`config.mk`:
```
export PLATFORM = sky130hd
export DESIGN_NAME = iq_adc_tx
export DESIGN_NICKNAME = d
export VERILOG_FILES = /design/src/rtl/iq_adc_tx.sv
export SDC_FILE = /design/constraint.sdc
export NUM_CORES = 1
export LEC_CHECK = 0
export CAP_MARGIN = 15
export CORE_UTILIZATION = 45
export CTS_BUF_LIST = sky130_fd_sc_hd__clkbuf_4 sky130_fd_sc_hd__clkbuf_8
export DETAILED_ROUTE_END_ITERATION = 8
export DONT_BUFFER_PORTS = 1
export PLACE_DENSITY = 0.69
export RECOVER_POWER = 100
export SLEW_MARGIN = 10
export SYNTH_ARGS = -nofsm -noshare
export SYNTH_HDL_FRONTEND = slang
export SYNTH_SLANG_ARGS = --single-unit
```
`constraint.sdc`:
```
create_clock -name clk -period 2.4 [get_ports clk]
set_clock_uncertainty 0.2 [all_clocks]
set_input_delay 0.24 -clock clk [delete_from_list [all_inputs] [get_ports clk]]
set_output_delay 0.24 -clock clk [all_outputs]
set_load 0.005 [all_outputs]
```
`src/rtl/iq_adc_tx.sv`:
```
// iq_adc_tx: producer side of the ADC_rdy sample interface.
// Buffers upstream I/Q samples in a small FIFO and presents each one on adc_i/adc_q
// with ADC_rdy held high for HOLD_CYCLES, then low for at least GAP_CYCLES, so the
// receiver's ready-edge detector sees exactly one rising edge per sample.
//
// Ports:
//   clk, resetn         clock; asynchronous active-low reset
//   sync_clr            synchronous flush: empties FIFO, aborts the current sample
//   in_valid/in_ready   upstream handshake (in_ready = FIFO not full)
//   in_i, in_q          upstream sample
//   ADC_rdy             registered sample strobe level
//   adc_i, adc_q        registered sample outputs
//   busy                FSM not idle or FIFO not empty
//   test_mode           (ADC_TX_TESTPAT_EN only) emit a ramp instead of FIFO data
//
// Optional feature macro: ADC_TX_TESTPAT_EN (adds test_mode port and ramp generator).
module iq_adc_tx #(
    parameter int unsigned DATA_W      = 8,
    parameter int unsigned DEPTH       = 4,
    parameter int unsigned HOLD_CYCLES = 2,
    parameter int unsigned GAP_CYCLES  = 1
) (
    input  logic              clk,
    input  logic              resetn,
    input  logic              sync_clr,
`ifdef ADC_TX_TESTPAT_EN
    input  logic              test_mode,
`endif
    input  logic              in_valid,
    output logic              in_ready,
    input  logic [DATA_W-1:0] in_i,
    input  logic [DATA_W-1:0] in_q,
    output logic              ADC_rdy,
    output logic [DATA_W-1:0] adc_i,
    output logic [DATA_W-1:0] adc_q,
    output logic              busy
);

    localparam int unsigned AW      = $clog2(DEPTH);
    localparam int unsigned PW      = AW + 1;
    localparam int unsigned CNT_MAX = (HOLD_CYCLES > GAP_CYCLES) ? HOLD_CYCLES : GAP_CYCLES;
    localparam int unsigned CW      = $clog2(CNT_MAX + 1);

    typedef enum logic [1:0] {StIdle, StAssert, StGap} state_e;

    state_e              state_q, state_d;
    logic [CW-1:0]       cnt_q, cnt_d;
    logic [PW-1:0]       wr_ptr_q, wr_ptr_d, rd_ptr_q, rd_ptr_d;
    logic [DATA_W-1:0]   mem_i [DEPTH];
    logic [DATA_W-1:0]   mem_q [DEPTH];
    // Sample captured at the IDLE->ASSERT transition, launched by the output stage.
    logic [DATA_W-1:0]   smp_i_q, smp_i_d, smp_q_q, smp_q_d;
    logic                adc_rdy_q, adc_rdy_d;
    logic [DATA_W-1:0]   adc_i_q, adc_i_d, adc_q_q, adc_q_d;
    logic                empty, full, push, pop;
`ifdef ADC_TX_TESTPAT_EN
    logic [DATA_W-1:0]   ramp_q, ramp_d;
`endif

    assign empty = (wr_ptr_q == rd_ptr_q);
    assign full  = (wr_ptr_q[AW] != rd_ptr_q[AW]) && (wr_ptr_q[AW-1:0] == rd_ptr_q[AW-1:0]);
    // Full blocks writes even if a pop happens in the same cycle.
    assign push  = in_valid && !full && !sync_clr;

    always_ff @(posedge clk) begin
        if (push) begin
            mem_i[wr_ptr_q[AW-1:0]] <= in_i;
            mem_q[wr_ptr_q[AW-1:0]] <= in_q;
        end
    end

    // State register
    always_ff @(posedge clk or negedge resetn) begin
        if (!resetn) begin
            state_q   <= StIdle;
            cnt_q     <= '0;
            wr_ptr_q  <= '0;
            rd_ptr_q  <= '0;
            smp_i_q   <= '0;
            smp_q_q   <= '0;
            adc_rdy_q <= 1'b0;
            adc_i_q   <= '0;
            adc_q_q   <= '0;
`ifdef ADC_TX_TESTPAT_EN
            ramp_q    <= '0;
`endif
        end else begin
            state_q   <= state_d;
            cnt_q     <= cnt_d;
            wr_ptr_q  <= wr_ptr_d;
            rd_ptr_q  <= rd_ptr_d;
            smp_i_q   <= smp_i_d;
            smp_q_q   <= smp_q_d;
            adc_rdy_q <= adc_rdy_d;
            adc_i_q   <= adc_i_d;
            adc_q_q   <= adc_q_d;
`ifdef ADC_TX_TESTPAT_EN
            ramp_q    <= ramp_d;
`endif
        end
    end

    // Next-state logic
    always_comb begin
        state_d = state_q;
        cnt_d   = cnt_q;
        smp_i_d = smp_i_q;
        smp_q_d = smp_q_q;
        pop     = 1'b0;
`ifdef ADC_TX_TESTPAT_EN
        ramp_d  = ramp_q;
`endif
        if (sync_clr) begin
            state_d = StIdle;
            cnt_d   = '0;
`ifdef ADC_TX_TESTPAT_EN
            ramp_d  = '0;
`endif
        end else begin
            unique case (state_q)
                StIdle: begin
`ifdef ADC_TX_TESTPAT_EN
                    if (test_mode) begin
                        smp_i_d = ramp_q;
                        smp_q_d = ~ramp_q;
                        ramp_d  = ramp_q + 1'b1;
                        cnt_d   = CW'(HOLD_CYCLES - 1);
                        state_d = StAssert;
                    end else
`endif
                    if (!empty) begin
                        pop     = 1'b1;
                        smp_i_d = mem_i[rd_ptr_q[AW-1:0]];
                        smp_q_d = mem_q[rd_ptr_q[AW-1:0]];
                        cnt_d   = CW'(HOLD_CYCLES - 1);
                        state_d = StAssert;
                    end
                end
                StAssert: begin
                    if (cnt_q == '0) begin
                        cnt_d   = CW'(GAP_CYCLES - 1);
                        state_d = StGap;
                    end else begin
                        cnt_d = cnt_q - 1'b1;
                    end
                end
                StGap: begin
                    if (cnt_q == '0) begin
                        state_d = StIdle;
                    end else begin
                        cnt_d = cnt_q - 1'b1;
                    end
                end
                default: state_d = StIdle;
            endcase
        end

        wr_ptr_d = push ? wr_ptr_q + 1'b1 : wr_ptr_q;
        rd_ptr_d = pop  ? rd_ptr_q + 1'b1 : rd_ptr_q;
        if (sync_clr) begin
            rd_ptr_d = wr_ptr_q;
        end
    end

    // Output logic: strobe follows ASSERT by one register stage; data only
    // reloads while the strobe is high, so it holds through GAP and IDLE.
    always_comb begin
        adc_rdy_d = (state_q == StAssert) && !sync_clr;
        adc_i_d   = adc_rdy_d ? smp_i_q : adc_i_q;
        adc_q_d   = adc_rdy_d ? smp_q_q : adc_q_q;
        in_ready  = !full;
        busy      = (state_q != StIdle) || !empty;
    end

    assign ADC_rdy = adc_rdy_q;
    assign adc_i   = adc_i_q;
    assign adc_q   = adc_q_q;

endmodule

```
After elaboration in Yosys (flattened, before gate mapping). Memory sizes are Yosys's and may differ from the RTL's. A register that Yosys moved wholly into a read port is not among the register bits. Index checks and enable logic that the tools add are counted.

Logic and storage cells: 57. Memories kept: 2. Bits in writable memories: 64. Register bits: 27. Bits in read-only memories: 0. Bits in latches: 0. Output and inout port bits: 19.

Multiplexer cells: 16. Reduce and logical (&&, ||, !) cells: 18. Equality and inequality tests: 9. Add/sub/neg operators: 3. Bitwise operators: 2. Div/mod/pow operators: 0. Magnitude comparators: 0. Shift-type cells: 0. $mul: 0.

Memories: mem_i (depth 4, width 8, rd ports 1, clocked after Yosys merged registers in 1, wr ports 1, line 49) `logic [DATA_W-1:0] mem_i [DEPTH];`; mem_q (depth 4, width 8, rd ports 1, clocked after Yosys merged registers in 1, wr ports 1, line 50) `logic [DATA_W-1:0] mem_q [DEPTH];`.

Operators with widths (count): 2-bit 2-to-1 mux (7); 3-bit != test, second input constant (4); 2-bit one-hot mux with 3 select lines (2); 3-bit AND reduction (3); 3-bit by 1-bit adder with 3-bit output, second input constant (2); 3-bit 2-to-1 mux (2); 1-bit zero test (5); 1-bit 2-to-1 mux (5); 1-bit logical AND (4); 2-bit zero test (2); 2-bit nonzero test (2); 4-bit nonzero test (1); 3-bit equality test (1); 2-bit by 1-bit equality test with 1-bit output, second input constant (1); 2-bit equality test (1); 2-bit equality test, second input constant (1); 1-bit NOT (2); 2-bit by 1-bit subtractor with 2-bit output, second input constant (1); 1-bit logical OR (1); 1-bit != test (1).

Longest topological paths before layout.
Word-level depth: 7. Gate-level depth with buffers: 6. Gate-level depth less buffers: 6.

Worst setup path after synthesis. Ideal clock, no wire load.

Path kind: register to register. Start: register rd_ptr_q[0]. End: memory mem_i[3][0], enable pin. Clock period less this slack: 2.246 ns. Path buffers: 1. Cell stages (with the launch flop): 5. Required time: 1.825 ns. Data arrival time: 1.671 ns. Setup slack: 0.154 ns. Cell sequence: dfrtp_1 buf_8 xnor2_1 a311oi_4 and2_1.

Cells in the longest elaborated chain, start to end: 7.

RTL lines: from (decl) (line 48) `logic [PW-1:0] wr_ptr_q, wr_ptr_d, rd_ptr_q, rd_ptr_d;`; from (signal assigned) (line 91) `rd_ptr_q <= rd_ptr_d;`; 2-bit equality test (line 61) `assign full = (wr_ptr_q[AW] != rd_ptr_q[AW]) && (wr_ptr_q[AW-1:0] == rd_ptr_q[AW-1:0]);`; 1-bit logical AND (line 61); 1-bit zero test (line 63) `assign push = in_valid && !full && !sync_clr;`; 1-bit logical AND (2 in series) (line 63); 1-bit 2-to-1 mux (line 66) `if (push) begin`; 1-bit 2-to-1 mux (not written as such) (line 67) `mem_i[wr_ptr_q[AW-1:0]] <= in_i;`; to (decl) (line 49).

Every way passes these cells.

Worst setup path after layout.
Start: input port sync_clr. End: memory mem_q[2][2], enable pin.

Cells in the longest elaborated chain, start to end: 4.

RTL lines: from (decl) (line 25) `input logic sync_clr,`; 1-bit zero test (line 63); 1-bit logical AND (line 63); 1-bit 2-to-1 mux (line 66); 1-bit 2-to-1 mux (not written as such) (line 68) `mem_q[wr_ptr_q[AW-1:0]] <= in_q;`; to (decl) (line 50).

Every way passes these cells.

==> summary.md <==
| Metric | Value |
|---|---|
| Fin nets | 303 |
| Hpwl dp | 4750 um |
| Post-synth EDFFs | 64 |
| Setup Buffers After CTS | 0 |
| Pin count of the biggest net entering global routing | 44 |
| DRC | 0 |
| CP required | 2.21 ns |
| Crit. End Element | register |
| Final Max Tran Viols | 0 |
| Area leader, netlist | edfxtp_1 |
| Vias after detailed routing | 2068 |
| Die Y-Extent | 101 um |
| Clk Latency, worst-skew pair | 0.36 ns |
| Peak supply drop | 0.442 mV |
| Post-route ant nets | 0 |
| Placed Cells | 369 |
| Unrepaired setup endpoints after global routing | no |
| Number of buffers added on ports | 0 |
| Final setup vio count | 0 |
| PwrDens | 1170 nW/um2 |
| Die X | 101 um |
| Syn Area/Cell | 18.8 um2 |
| Synth Cell Area | 4410 um2 |
| Reg clk slew, reported paths | 0.10 ns |
| WL met3 | 261 um |
| Placer Congestion | 0.762 |
| Initial core utilization | 0.471 |
| Synthesis Warnings | 0 |
| DIE AREA | 10200 um2 |
| Final period util | 0.938 |
| Std cell rows | 35 |
| Seq/Total Area, Yosys | 0.679 |
| Setup TNS | 0 ns |
| Area grow syn2layout | 12.0% |
| Drt total wl | 7130 um |
| CP max FO | 16 |
| Global-route usage over all layers | 0.159 |
| # diodes | 0 |
| Slew @ Worst Pin | 1.03 ns |
| Layout cell share with drive strength beyond 1 | 0.276 |
| TritonCTS clock tree | yes |
| Initial antenna violation count | 0 |
| Drt first pass iters | 4 |
| Critical Path Start Type | input pin |
| Initial DRC count | 110 |
| First-pass GRT wire length | 11700 um |
| #FFs+latches synth | 107 |
| Post-cts resize count | 0 |
| Number of I/O pins | 39 |
| Min Tclk post-route | 2.25 ns |
| Fill count | 800 |
| Maxcap violations | 0 |
| Yosys top cell area share | 0.435 |
| Status | complete, no violations |
| # clock sinks | 107 |
| CTS Buf Count | 9 |
| Critical Path AT | 2.06 ns |
| M1 WL | 3160 um |
| Per-cell routed wire length | 17.6 um |
| Total grt overflow | 0 |
| Floorplan core area | 9370 um2 |
| Hold crit path type | in2reg |
| Max Freq | 444 MHz |
| Most used DFF post-synth | edfxtp_1 |
| Distinct cells, synth | 41 |
| Final hold violations | 0 |
| Layout Utilization | 0.528 |
| H-tree depth | 3 |
| Post-Syn Nets | 268 |
| Clock buffer depth | 2 |
| Largest cells by area after synthesis | edfxtp_1, dfrtp_1, mux4_2 |
| Synth async-reset ratio | 0.402 |
| Routed wl met2 | 3610 um |
| Via count of the first global-routing pass | 2218 |
| Top sig layer | met4 |
| Finished Layout Cells | 404 |
| Setup CP Type | in2reg |
| Slew headroom | 0.310 |
| Vias per cell | 5.12 |
| Clk root buf | clkbuf_8 |
| Post-Synthesis Cells | 235 |
| Pleak | 1.83 nW |
area by class of cell:
class                   instances  area [um2]  area share
well taps                     129         161      0.0326
flip-flops and latches        107        3000       0.606
repair buffers                 33         287      0.0579
clock buffers                   9         124      0.0251
inverters                      10        37.5     0.00759
multi-input cells             109        1270       0.257
clock inverters                 7        67.6      0.0137
through the flow:
| stage | setup slack, ns | area (um2) | power [mW] | hold slack, ns |
|---|---|---|---|---|
| after global placement | 0.373 | 4620 | 4.87 | -0.255 |
| after detailed placement | 0.334 | 4620 | 4.93 | -0.255 |
| after floorplan | 0.154 | 4410 | 4.42 | -0.256 |
| after global routing | 0.0343 | 4940 | 6.18 | 0.0118 |
| final | 0.150 | 4940 | 5.80 | 0.0172 |
| after CTS | 0.172 | 5010 | 6.03 | 0.00195 |
cell usage in the layout, fill, tap and decap left out, types with 2 or more instances in the layout:
cell	n
nand2_1	7
mux4_2	16
clkbuf_2	5
ha_1	13
mux2i_1	2
xor2_1	5
mux2_1	7
inv_1	10
dfrtp_1	43
edfxtp_1	64
mux2_4	3
o211ai_1	2
inv_6	2
xnor2_1	5
o21ai_0	4
mux2_2	22
clkbuf_8	9
and2_1	4
buf_4	6
dlygate4sd3_1	18
clkinv_4	2
metal layers:
metal	track usage	vias to the layer above
li1	-	966
met1	0.202	1064
met2	0.263	31
met3	0.0402	7
met4	0.0647	0
met5	0	-
cells by family (layout without fill, tap and decap cells):
logic type | after synthesis | in the layout | share of synthesized area
flip-flops | 107 | 107 | 0.679
multiplexers | 50 | 50 | 0.176
AND/OR/NAND/NOR | 19 | 19 | 0.0252
buffers and inverters | 19 | 59 | 0.0252
AO/OA/AOI/OAI | 17 | 17 | 0.0354
adder cells (fa/ha/maj) | 13 | 13 | 0.0369
XOR/XNOR | 10 | 10 | 0.0215
timing repair:
action                     4_1_cts  5_1_grt
hold buffers                    19        0
hold endpoints to repair       121        0
setup endpoints to repair        0        0
path summary, 6_finish.rpt:
check	start	to	slack (ns)	cells after the start
max	sync_clr	mem_q[2][2]$_DFFE_PP_	0.15	4
min	in_valid	wr_ptr_q[0]$_DFFE_PN0P_	0.02	3
max reg2reg	wr_ptr_q[0]$_DFFE_PN0P_	mem_q[2][2]$_DFFE_PP_	0.15	4
min reg2reg	smp_i_q[7]$_DFFE_PN0P_	smp_i_q[7]$_DFFE_PN0P_	0.30	1
max in group asynchronous	resetn	adc_q[2]$_DFFE_PN0P_	0.96	2
min in group asynchronous	resetn	adc_q[5]$_DFFE_PN0P_	0.42	2
cell usage after synthesis, drive strengths merged (2+ instances only):
| cell | instances |
|---|---|
| edfxtp | 64 |
| dfrtp | 43 |
| mux2 | 32 |
| mux4 | 16 |
| ha | 13 |
| inv | 10 |
| buf | 7 |
| nand2 | 7 |
| xnor2 | 5 |
| xor2 | 5 |
| and2 | 4 |
| o21ai | 4 |
| clkbuf | 2 |
| mux2i | 2 |
| nor2 | 2 |
| o211ai | 2 |
| o31ai | 2 |
worst max-delay path: stages:
cell	delay, ns
dlygate4sd3_1	0.80
a311oi_4	0.42
and2_1	0.18
clkbuf_2	0.40
power breakdown:
| group | switching (mW) | internal (mW) |
|---|---|---|
| combinational | 0.956 | 1.05 |
| clock | 0.632 | 0.403 |
| sequential | 0.299 | 2.46 |
| total | 1.89 | 3.92 |
sequential cells by signal (all words and copies together) (netlist names):
signal,cells
smp_i_q,8
wr_ptr_q,3
mem_q,32
rd_ptr_q,3
mem_i,32
adc_q,8
adc_i,8
cnt_q,2
ADC_rdy,1
state_q,2
smp_q_q,8
(Power assumes the default switching activity.)
